[config.mk]
export PLATFORM = sky130hd
export DESIGN_NAME = fetch_unit
export DESIGN_NICKNAME = d
export VERILOG_FILES = /design/src/rtl/types_pkg.sv /design/src/rtl/fetch_fifo.sv /design/src/rtl/fetch_unit.sv
export SDC_FILE = /design/constraint.sdc
export NUM_CORES = 1
export LEC_CHECK = 0
export ABC_CLOCK_PERIOD_IN_PS = 7300
export CAP_MARGIN = 20
export CORE_MARGIN = 2
export CORE_UTILIZATION = 49
export CTS_CLUSTER_SIZE = 12
export DETAILED_ROUTE_END_ITERATION = 10
export MAX_ROUTING_LAYER = met4
export PLACE_DENSITY = 0.87
export REMOVE_ABC_BUFFERS = 1
export SLEW_MARGIN = 20
export SYNTH_ARGS = -nofsm -noshare
export SYNTH_HDL_FRONTEND = slang
export SYNTH_SLANG_ARGS = --single-unit
[constraint.sdc]
create_clock -name clk -period 7.3 [get_ports clk]
set_input_delay 2.19 -clock clk [delete_from_list [all_inputs] [get_ports clk]]
set_output_delay 2.19 -clock clk [all_outputs]
set_load 0.05 [all_outputs]
[src/rtl/types_pkg.sv]
// Shared types and constants for the instruction-fetch front end.
//   fetch_state_t : request-tracking FSM states
//   NOP_INSTR     : value shown on instr while the fetch buffer is empty
//   WORD_STEP     : byte increment between sequential fetch addresses
package types_pkg;

  // IDLE    : no imem request outstanding
  // WAIT    : one request outstanding, its response is on the correct path
  // DISCARD : one request outstanding, its response is wrong-path and dropped
  typedef enum logic [1:0] {
    IDLE    = 2'd0,
    WAIT    = 2'd1,
    DISCARD = 2'd2
  } fetch_state_t;

  localparam logic [31:0] NOP_INSTR = 32'h0000_0013;
  localparam int unsigned WORD_STEP = 4;

endpackage

[src/rtl/fetch_fifo.sv]
// Synchronous FIFO holding fetched {pc, instruction} entries.
// Ports:
//   clk_i, rst_i  : clock, synchronous active-high reset
//   push_i        : write push_data_i at the tail (caller guarantees not full)
//   pop_i         : drop the head entry (ignored when empty)
//   flush_i       : empty the FIFO; wins over push and pop in the same cycle
//   push_data_i   : entry to write
//   count_o       : number of valid entries (0..DEPTH)
//   head_o        : oldest entry (stale contents when count_o == 0)
module fetch_fifo #(
  parameter int WIDTH = 64,
  parameter int DEPTH = 2,
  localparam int PW = $clog2(DEPTH),
  localparam int CW = PW + 1
) (
  input  logic             clk_i,
  input  logic             rst_i,
  input  logic             push_i,
  input  logic             pop_i,
  input  logic             flush_i,
  input  logic [WIDTH-1:0] push_data_i,
  output logic [CW-1:0]    count_o,
  output logic [WIDTH-1:0] head_o
);

  logic [WIDTH-1:0] mem_q [DEPTH];
  logic [PW-1:0]    rd_ptr_q;
  logic [PW-1:0]    wr_ptr_q;
  logic [CW-1:0]    count_q;
  logic             push_ok;
  logic             pop_ok;

  assign push_ok = push_i & ~flush_i;
  assign pop_ok  = pop_i & ~flush_i & (count_q != '0);

  // DEPTH is a power of two, so the pointers wrap naturally.
  always_ff @(posedge clk_i) begin
    if (rst_i || flush_i) begin
      rd_ptr_q <= '0;
      wr_ptr_q <= '0;
      count_q  <= '0;
    end else begin
      if (push_ok) wr_ptr_q <= wr_ptr_q + PW'(1);
      if (pop_ok)  rd_ptr_q <= rd_ptr_q + PW'(1);
      count_q <= count_q + CW'(push_ok) - CW'(pop_ok);
    end
  end

  // Storage needs no reset: count_q gates visibility of every entry.
  always_ff @(posedge clk_i) begin
    if (!rst_i && push_ok) mem_q[wr_ptr_q] <= push_data_i;
  end

  assign count_o = count_q;
  assign head_o  = mem_q[rd_ptr_q];

endmodule

[src/rtl/fetch_unit.sv]
// Instruction-fetch front end: owns the PC, issues one-at-a-time imem
// requests, buffers responses in fetch_fifo and presents {instr, instr_pc}
// to decode. A taken branch (PCsrc on a consumed instruction) redirects the
// PC, flushes the buffer and discards any in-flight wrong-path response.
// Ports:
//   clk, rst                       : clock, synchronous active-high reset
//   imem_req_valid/ready/addr      : request channel to instruction memory
//   imem_rsp_valid/data            : in-order response, one per accepted request
//   instr_valid/ready, instr, instr_pc : head of fetch buffer to decode
//   PCsrc, ImmOp                   : branch-taken flag and offset, used on consume
//   dbg_state                      : request FSM state, for observation
//
// Handshakes: a transfer happens on a rising edge where valid and ready are
// both high. Once imem_req_valid rises, it and imem_req_addr stay unchanged
// until accepted, even across a redirect. instr_valid/instr/instr_pc depend
// only on registered state, never on instr_ready.
module fetch_unit
  import types_pkg::*;
#(
  parameter int                    DATA_WIDTH   = 32,
  parameter int                    ADDR_WIDTH   = 32,
  parameter logic [ADDR_WIDTH-1:0] RESET_VECTOR = '0,
  parameter int                    FIFO_DEPTH   = 2
) (
  input  logic                  clk,
  input  logic                  rst,
  output logic                  imem_req_valid,
  input  logic                  imem_req_ready,
  output logic [ADDR_WIDTH-1:0] imem_req_addr,
  input  logic                  imem_rsp_valid,
  input  logic [DATA_WIDTH-1:0] imem_rsp_data,
  output logic                  instr_valid,
  input  logic                  instr_ready,
  output logic [DATA_WIDTH-1:0] instr,
  output logic [ADDR_WIDTH-1:0] instr_pc,
  input  logic                  PCsrc,
  input  logic [DATA_WIDTH-1:0] ImmOp,
  output fetch_state_t          dbg_state
);

  localparam int CW = $clog2(FIFO_DEPTH) + 1;
  localparam int FW = ADDR_WIDTH + DATA_WIDTH;

  fetch_state_t          state_q, state_d;
  logic [ADDR_WIDTH-1:0] fetch_pc_q, fetch_pc_d;
  logic [ADDR_WIDTH-1:0] req_pc_q, req_pc_d;
  logic [ADDR_WIDTH-1:0] tgt_q, tgt_d;
  logic                  stale_q, stale_d;
  logic                  run_q;

  logic [CW-1:0]         fifo_count;
  logic [FW-1:0]         fifo_head;
  logic                  redirect;
  logic                  req_fire;
  logic                  push;
  logic [ADDR_WIDTH-1:0] target;

  fetch_fifo #(
    .WIDTH (FW),
    .DEPTH (FIFO_DEPTH)
  ) u_fifo (
    .clk_i       (clk),
    .rst_i       (rst),
    .push_i      (push),
    .pop_i       (instr_valid & instr_ready),
    .flush_i     (redirect),
    .push_data_i ({req_pc_q, imem_rsp_data}),
    .count_o     (fifo_count),
    .head_o      (fifo_head)
  );

  assign instr_valid = (fifo_count != '0);
  assign instr       = instr_valid ? fifo_head[DATA_WIDTH-1:0] : DATA_WIDTH'(NOP_INSTR);
  assign instr_pc    = instr_valid ? fifo_head[FW-1:DATA_WIDTH] : '0;

  assign redirect = instr_valid & instr_ready & PCsrc;
  assign target   = (instr_pc + ADDR_WIDTH'($signed(ImmOp))) & ~ADDR_WIDTH'(3);

  // Requesting only in IDLE (nothing outstanding) with a free slot reserves
  // room for the response. run_q keeps valid low in the cycle reset is held.
  assign imem_req_valid = run_q & (state_q == IDLE) & (fifo_count < CW'(FIFO_DEPTH));
  assign imem_req_addr  = fetch_pc_q;
  assign req_fire       = imem_req_valid & imem_req_ready;
  assign push           = imem_rsp_valid & (state_q == WAIT) & ~redirect;
  assign dbg_state      = state_q;

  always_comb begin
    state_d    = state_q;
    fetch_pc_d = fetch_pc_q;
    req_pc_d   = req_pc_q;
    tgt_d      = tgt_q;
    stale_d    = stale_q;
    case (state_q)
      IDLE: begin
        if (req_fire) begin
          req_pc_d = fetch_pc_q;
          if (redirect || stale_q) begin
            // The accepted address is wrong-path: discard its response and
            // restart from the newest branch target.
            state_d    = DISCARD;
            fetch_pc_d = redirect ? target : tgt_q;
            stale_d    = 1'b0;
          end else begin
            state_d    = WAIT;
            fetch_pc_d = fetch_pc_q + ADDR_WIDTH'(WORD_STEP);
          end
        end else if (redirect) begin
          if (imem_req_valid) begin
            // The pending request cannot be withdrawn, so park the target
            // until the old address is accepted.
            stale_d = 1'b1;
            tgt_d   = target;
          end else begin
            fetch_pc_d = target;
          end
        end
      end
      WAIT: begin
        // A response in the redirect cycle closes the request but is dropped.
        if (imem_rsp_valid) state_d = IDLE;
        else if (redirect)  state_d = DISCARD;
        if (redirect) fetch_pc_d = target;
      end
      DISCARD: begin
        if (imem_rsp_valid) state_d = IDLE;
        if (redirect) fetch_pc_d = target;
      end
      default: state_d = IDLE;
    endcase
  end

  always_ff @(posedge clk) begin
    if (rst) begin
      state_q    <= IDLE;
      fetch_pc_q <= RESET_VECTOR;
      req_pc_q   <= '0;
      tgt_q      <= '0;
      stale_q    <= 1'b0;
      run_q      <= 1'b0;
    end else begin
      state_q    <= state_d;
      fetch_pc_q <= fetch_pc_d;
      req_pc_q   <= req_pc_d;
      tgt_q      <= tgt_d;
      stale_q    <= stale_d;
      run_q      <= 1'b1;
    end
  end

endmodule

# Word-level counts from Yosys, hierarchy flattened

Memories as Yosys holds them, arrays and structs flattened. A register that Yosys moved wholly into a read port is not among the register bits.
Cells that the tools add are included.

Add/sub/neg operators: 6
$lt $le $gt $ge: 1
Equality and inequality tests: 9
Mux-type cells: 24
Bitwise operators: 12
Reductions and logical operators: 15

Operator list:

| cell                    | number |
|---|---|
| $mux W32                | 8 |
| $pmux W32 S2            | 1 |
| $add A32 B3 Y32 const B | 1 |
| $add A32 B32 Y32        | 1 |
| $reduce_and A4 Y1       | 3 |
| $and A1 B1 Y1           | 10 |
| $mux W2                 | 5 |
| $mux W1                 | 9 |
| $ne A3 B3 Y1 const B    | 3 |
| $reduce_bool A2 Y1      | 4 |
| $pmux W2 S3             | 1 |
| $ne A2 B1 Y1 const B    | 2 |
| $ne A2 B2 Y1 const B    | 2 |
| $reduce_and A3 Y1       | 1 |
| $add A1 B1 Y1 const B   | 2 |
| $add A2 B1 Y2           | 1 |
| $eq A2 B1 Y1 const B    | 1 |
| $eq A2 B2 Y1 const B    | 1 |
| $logic_not A2 Y1        | 1 |
| $logic_or A1 B1 Y1      | 2 |
| $lt A2 B2 Y1 const B    | 1 |
| $not A1 Y1              | 2 |
| $reduce_and A2 Y1       | 1 |
| $reduce_or A2 Y1        | 1 |
| 3 further kinds         | 3 |

Memories: 1
Bits in writable memories: 128
Register bits: 102

Memory list:

| memory       | depth | bits a word | rd ports | clocked after Yosys merged registers in | write ports | line             | source |
|---|---|---|---|---|---|---|---|
| u_fifo.mem_q | 2     | 64          | 1        | 1                                       | 1           | fetch_fifo.sv:26 | `logic [WIDTH-1:0] mem_q [DEPTH];` |

# Logic depth before layout (Yosys ltp)

Depth in word-level cells: 9
Gate-level depth with buffers: 14
Depth with buffers taken out: 11

# By module

From an unflattened synthesis, not the netlist that was laid out.

Cells, all modules: 1,163
Area, all modules: 11,557.3 µm²

By module, submodules not included:

| module     | sequential area each (µm²) | times used | cells each | area each (µm²) |
|---|---|---|---|---|
| fetch_unit | 1,881.8                    | 1          | 939        | 6,677.7 |
| fetch_fifo | 3,943.8                    | 1          | 224        | 4,879.7 |

# Worst setup path before layout

Ideal clock, no wire load.

Path type: in2reg
Start: in rst
End: mem u_fifo.mem_q[0][0], enable pin
Arrival time: 6.892 ns
Stages: 3
Setup slack: -0.150 ns
Buffers on the path: 2
Path through: buf_1 > buf_1 > nor3_1

Longest elaborated chain between the ends: 4

Ends and longest elaborated chain:

| item                          | line             | source |
|---|---|---|
| start, declared               | fetch_unit.sv:26 | `input logic rst,` |
| $logic_not A1 Y1              | fetch_fifo.sv:51 | `if (!rst_i && push_ok) mem_q[wr_ptr_q] <= push_data_i;` |
| $logic_and A1 B1 Y1           | fetch_fifo.sv:51 |  |
| $mux W1                       | fetch_fifo.sv:51 |  |
| $mux W1 (not written as such) | fetch_fifo.sv:51 |  |
| end, declared                 | fetch_fifo.sv:26 |  |

Every way passes these cells.

# Final worst setup path

Start: reg u_fifo.count_q[1], in the netlist u_fifo.count_o[1]
End: out instr_pc[12]

Longest elaborated chain between the ends: 2

Ends and longest elaborated chain:

| item                   | line             | source |
|---|---|---|
| start, declared        | fetch_fifo.sv:29 | `logic [CW-1:0] count_q;` |
| start signal, assigned | fetch_fifo.sv:45 | `count_q <= count_q + CW'(push_ok) - CW'(pop_ok);` |
| $reduce_bool A2 Y1     | fetch_unit.sv:72 | `assign instr_valid = (fifo_count != '0);` |
| $mux W32               | fetch_unit.sv:74 | `assign instr_pc = instr_valid ? fifo_head[FW-1:DATA_WIDTH] : '0;` |
| end, declared          | fetch_unit.sv:35 | `output logic [ADDR_WIDTH-1:0] instr_pc,` |

Every way passes these cells.

==> out/summary.txt <==
PortBufs: 164
cell family with most CP delay: buffers and inverters
post-route setup slack: 2.18 ns
CTS sink count: 223
WP buf/inv: 2
critical path's slowest cell: nor2_4
Final setup viols: 0
unrepaired setup endpoints after global routing: false
most common cell after layout, fill and taps aside: nand2_1
antenna violation net count after detailed routing: 0
Max Freq: 195 MHz
commonest non-fill, non-tap cells in the layout: nand2_1 (182), clkdlybuf4s50_1 (163), edfxtp_1 (124)
vias in the first global route: 8,818
post_cts resized: 0
status: completed
critical path's largest stage delay: 0.76 ns
# IOs: 170
FF+latch count, synth: 223
Arr. time, crit path: 2.93 ns
pre-CTS setup slack: 2.21 ns
Placer Congestion: 0.867
Congestion Overflow GR: 0
Die H: 153 um
CTS tree: built
Vias: 8,919
Synth top area share: 0.341
critical path class: reg -> out
Comb power frac: 0.457
Yosys warnings: 0
Final Hold Fails: 0
hold_buf cts: 0
CTS Buf Count: 24
GRT Resource Usage Total: 0.240
Critical Path Source Type: flip-flop
Row Count: 54
Final Skew: 0.0169 ns
setup TNS: 0 ns
count of cell types in the netlist: 73
Mapped Area: 0.0109 mm^2
clock share of power: 0.220
Sw Pwr: 2.18 mW
Hold/Removal Path Class: reg -> reg
clock buffer depth: 3
Seq/Total Area, Yosys: 0.523
fin cells: 1,549
CP Max Fanout: 38
Initial DRC Count: 723
clk root buf: clkbuf_16
Syn Area/Cell: 9.82 um^2
setup repair bufs after CTS: 0
drt wl/cell: 18.2 um
number of inserted diodes: 0
CTS H-tree depth: 1
share of cells above drive strength 1: 0.0536
first-pass GRT wire length: 45.0 mm
CTS clk-pin slew, worst paths: 0.06 ns
Area Overhead vs Synth: 23.6%
Die W: 153 um
Routed WL: 28.2 mm
post-DP HPWL: 18.6 mm
P_leak: 4.65 nW
initial antenna violation count: 0
Tightest Pin Transition: 1.08 ns
Die Area: 0.0235 mm^2
CP cell instances: nor2_4, buf_4, nor2_1, clkdlybuf4s50_1
Slew headroom: 0.282
Layout Nets: 1,358
final worst path period share: 0.701
top cell type by total area after synthesis: edfxtp_1
CP Data Required Time: 5.11 ns
part of the power in registers: 0.323
Setup crit end kind: output pin
clk_lat worst skew: 0.52 ns
Max-Cap Viols: 0
maximum vdd drop: 0.191 mV
post-synthesis async set-or-reset flop share: 0
number of fillers in the final layout: 1,734
placed cells: 1,504
vias per cell: 5.76
min cycle time layout: 5.12 ns
switch share: 0.433
Post-Syn Instances: 1,112
Post-synth EDFFs: 124
Internal Pwr Total: 2.86 mW
synth top area cells: edfxtp_1 (34%), dfxtp_1 (18%), nand2_1 (6.3%)
Initial Util: 0.500
core area: 0.0218 mm^2
Slew Limit Fails: 0
drt first pass iters: 6
number of remaining DRC errors: 0
largest net degree at the start of global routing: 63
Synth Flop Type: edfxtp_1
Cell Pwr Density: 373 mW/mm^2
==> final timing paths <==
kind | endpoint | start | slack [ns] | cells after the start
worst max-delay path | instr_pc[12] | u_fifo.count_o[1]$_SDFF_PP0_ | 2.18 | 4
worst min-delay path | u_fifo.mem_q[1][38]$_DFFE_PP_ | req_pc_q[6]$_SDFFE_PP0P_ | 0.45 | 0
worst max register to register | imem_req_addr[28]$_SDFFE_PP0P_ | u_fifo.count_o[1]$_SDFF_PP0_ | 3.20 | 12
worst min register to register | u_fifo.mem_q[1][38]$_DFFE_PP_ | req_pc_q[6]$_SDFFE_PP0P_ | 0.45 | 0
==> metrics by stage <==
| stage | total power, mW | instance area, um^2 | utilization | hold WS [ns] |
|---|---|---|---|---|
| 2_1_floorplan | 3.17 | 10600 | - | 0.425 |
| 5_1_grt | 5.28 | 13500 | 0.619 | 0.460 |
| 6_report | 5.04 | 13500 | 0.619 | 0.452 |
| 3_5_place_dp | 3.93 | 12800 | 0.585 | 0.441 |
| 3_3_place_gp | 3.87 | 12800 | 0.585 | 0.429 |
| 4_1_cts | 5.04 | 13500 | 0.617 | 0.455 |
==> sequential cells by signal, summed over array words and instances (netlist names), named ones only <==
signal	count
dbg_state	2
imem_req_addr	30
req_pc_q	30
run_q	1
stale_q	1
tgt_q	30
u_fifo.count_o	2
u_fifo.mem_q	124
u_fifo.rd_ptr_q	1
u_fifo.wr_ptr_q	1
==> worst reg2reg max path, stage by stage (launching register included) <==
cell and delay (ns):
dfxtp_1 0.36, nor2_4 0.76, buf_4 0.44, nor2_1 0.11
ha_1 0.45, a21o_1 0.24, a21oi_2 0.16, o21ai_2 0.12
a21o_1 0.24, a221o_2 0.49, a221oi_4 0.32, mux2i_1 0.23
a21oi_1 0.08
==> synthesized netlist by cell type, drive strengths merged (4+ instances only) <==
master  count
o21bai      4
nor4        8
a211oi     13
dfxtp      99
a311oi      6
xnor2      20
and2        4
o21ai      61
nand3      27
a21oi     106
edfxtp    124
buf        25
a31oi       6
nand4      14
nor3       22
inv        20
a21o       11
a32oi       4
or2         4
ha         37
nor2      103
o211ai      7
and3       12
clkbuf     46
xor2       29
mux2i      66
nand2     182
nand2b      5
==> power by group through the flow <==
stage / sequential [mW] / combinational (mW) / clock, mW
floorplan: 1.84 / 1.34 / 0
global placement: 1.65 / 2.21 / 0
detailed placement: 1.66 / 2.26 / 0
CTS: 1.64 / 2.28 / 1.12
global route: 1.65 / 2.47 / 1.17
finish: 1.63 / 2.30 / 1.11
==> cells by family after synthesis <==
| logic type | synth area share |
|---|---|
| muxes | 0.0605 |
| AOI/OAI and AO/OA | 0.142 |
| xor gates and xnor gates | 0.0393 |
| DFF | 0.523 |
| and+or+nand+nor | 0.159 |
| buffers and inverters | 0.0338 |
| adders and majority gates | 0.0424 |
| other | 0.000343 |
==> cell type report <==
type                    count  area, um^2  area share
multi-input cells         802        4880       0.361
clock inverters            10        40.0     0.00297
inverters                  20        75.1     0.00556
well taps                 280         350      0.0260
repair buffers            180        1780       0.132
clock buffers              34         669      0.0496
flip-flops and latches    223        5710       0.423
==> routing by layer <==
layer	global-route usage	wire length, um	vias to the layer above
met4	0.0785	765	0
met1	0.298	11800	4245
met5	-	0	-
li1	-	-	4273
met2	0.405	13700	338
met3	0.0371	1940	63
No activity file was read; power rests on OpenSTA's default activity.
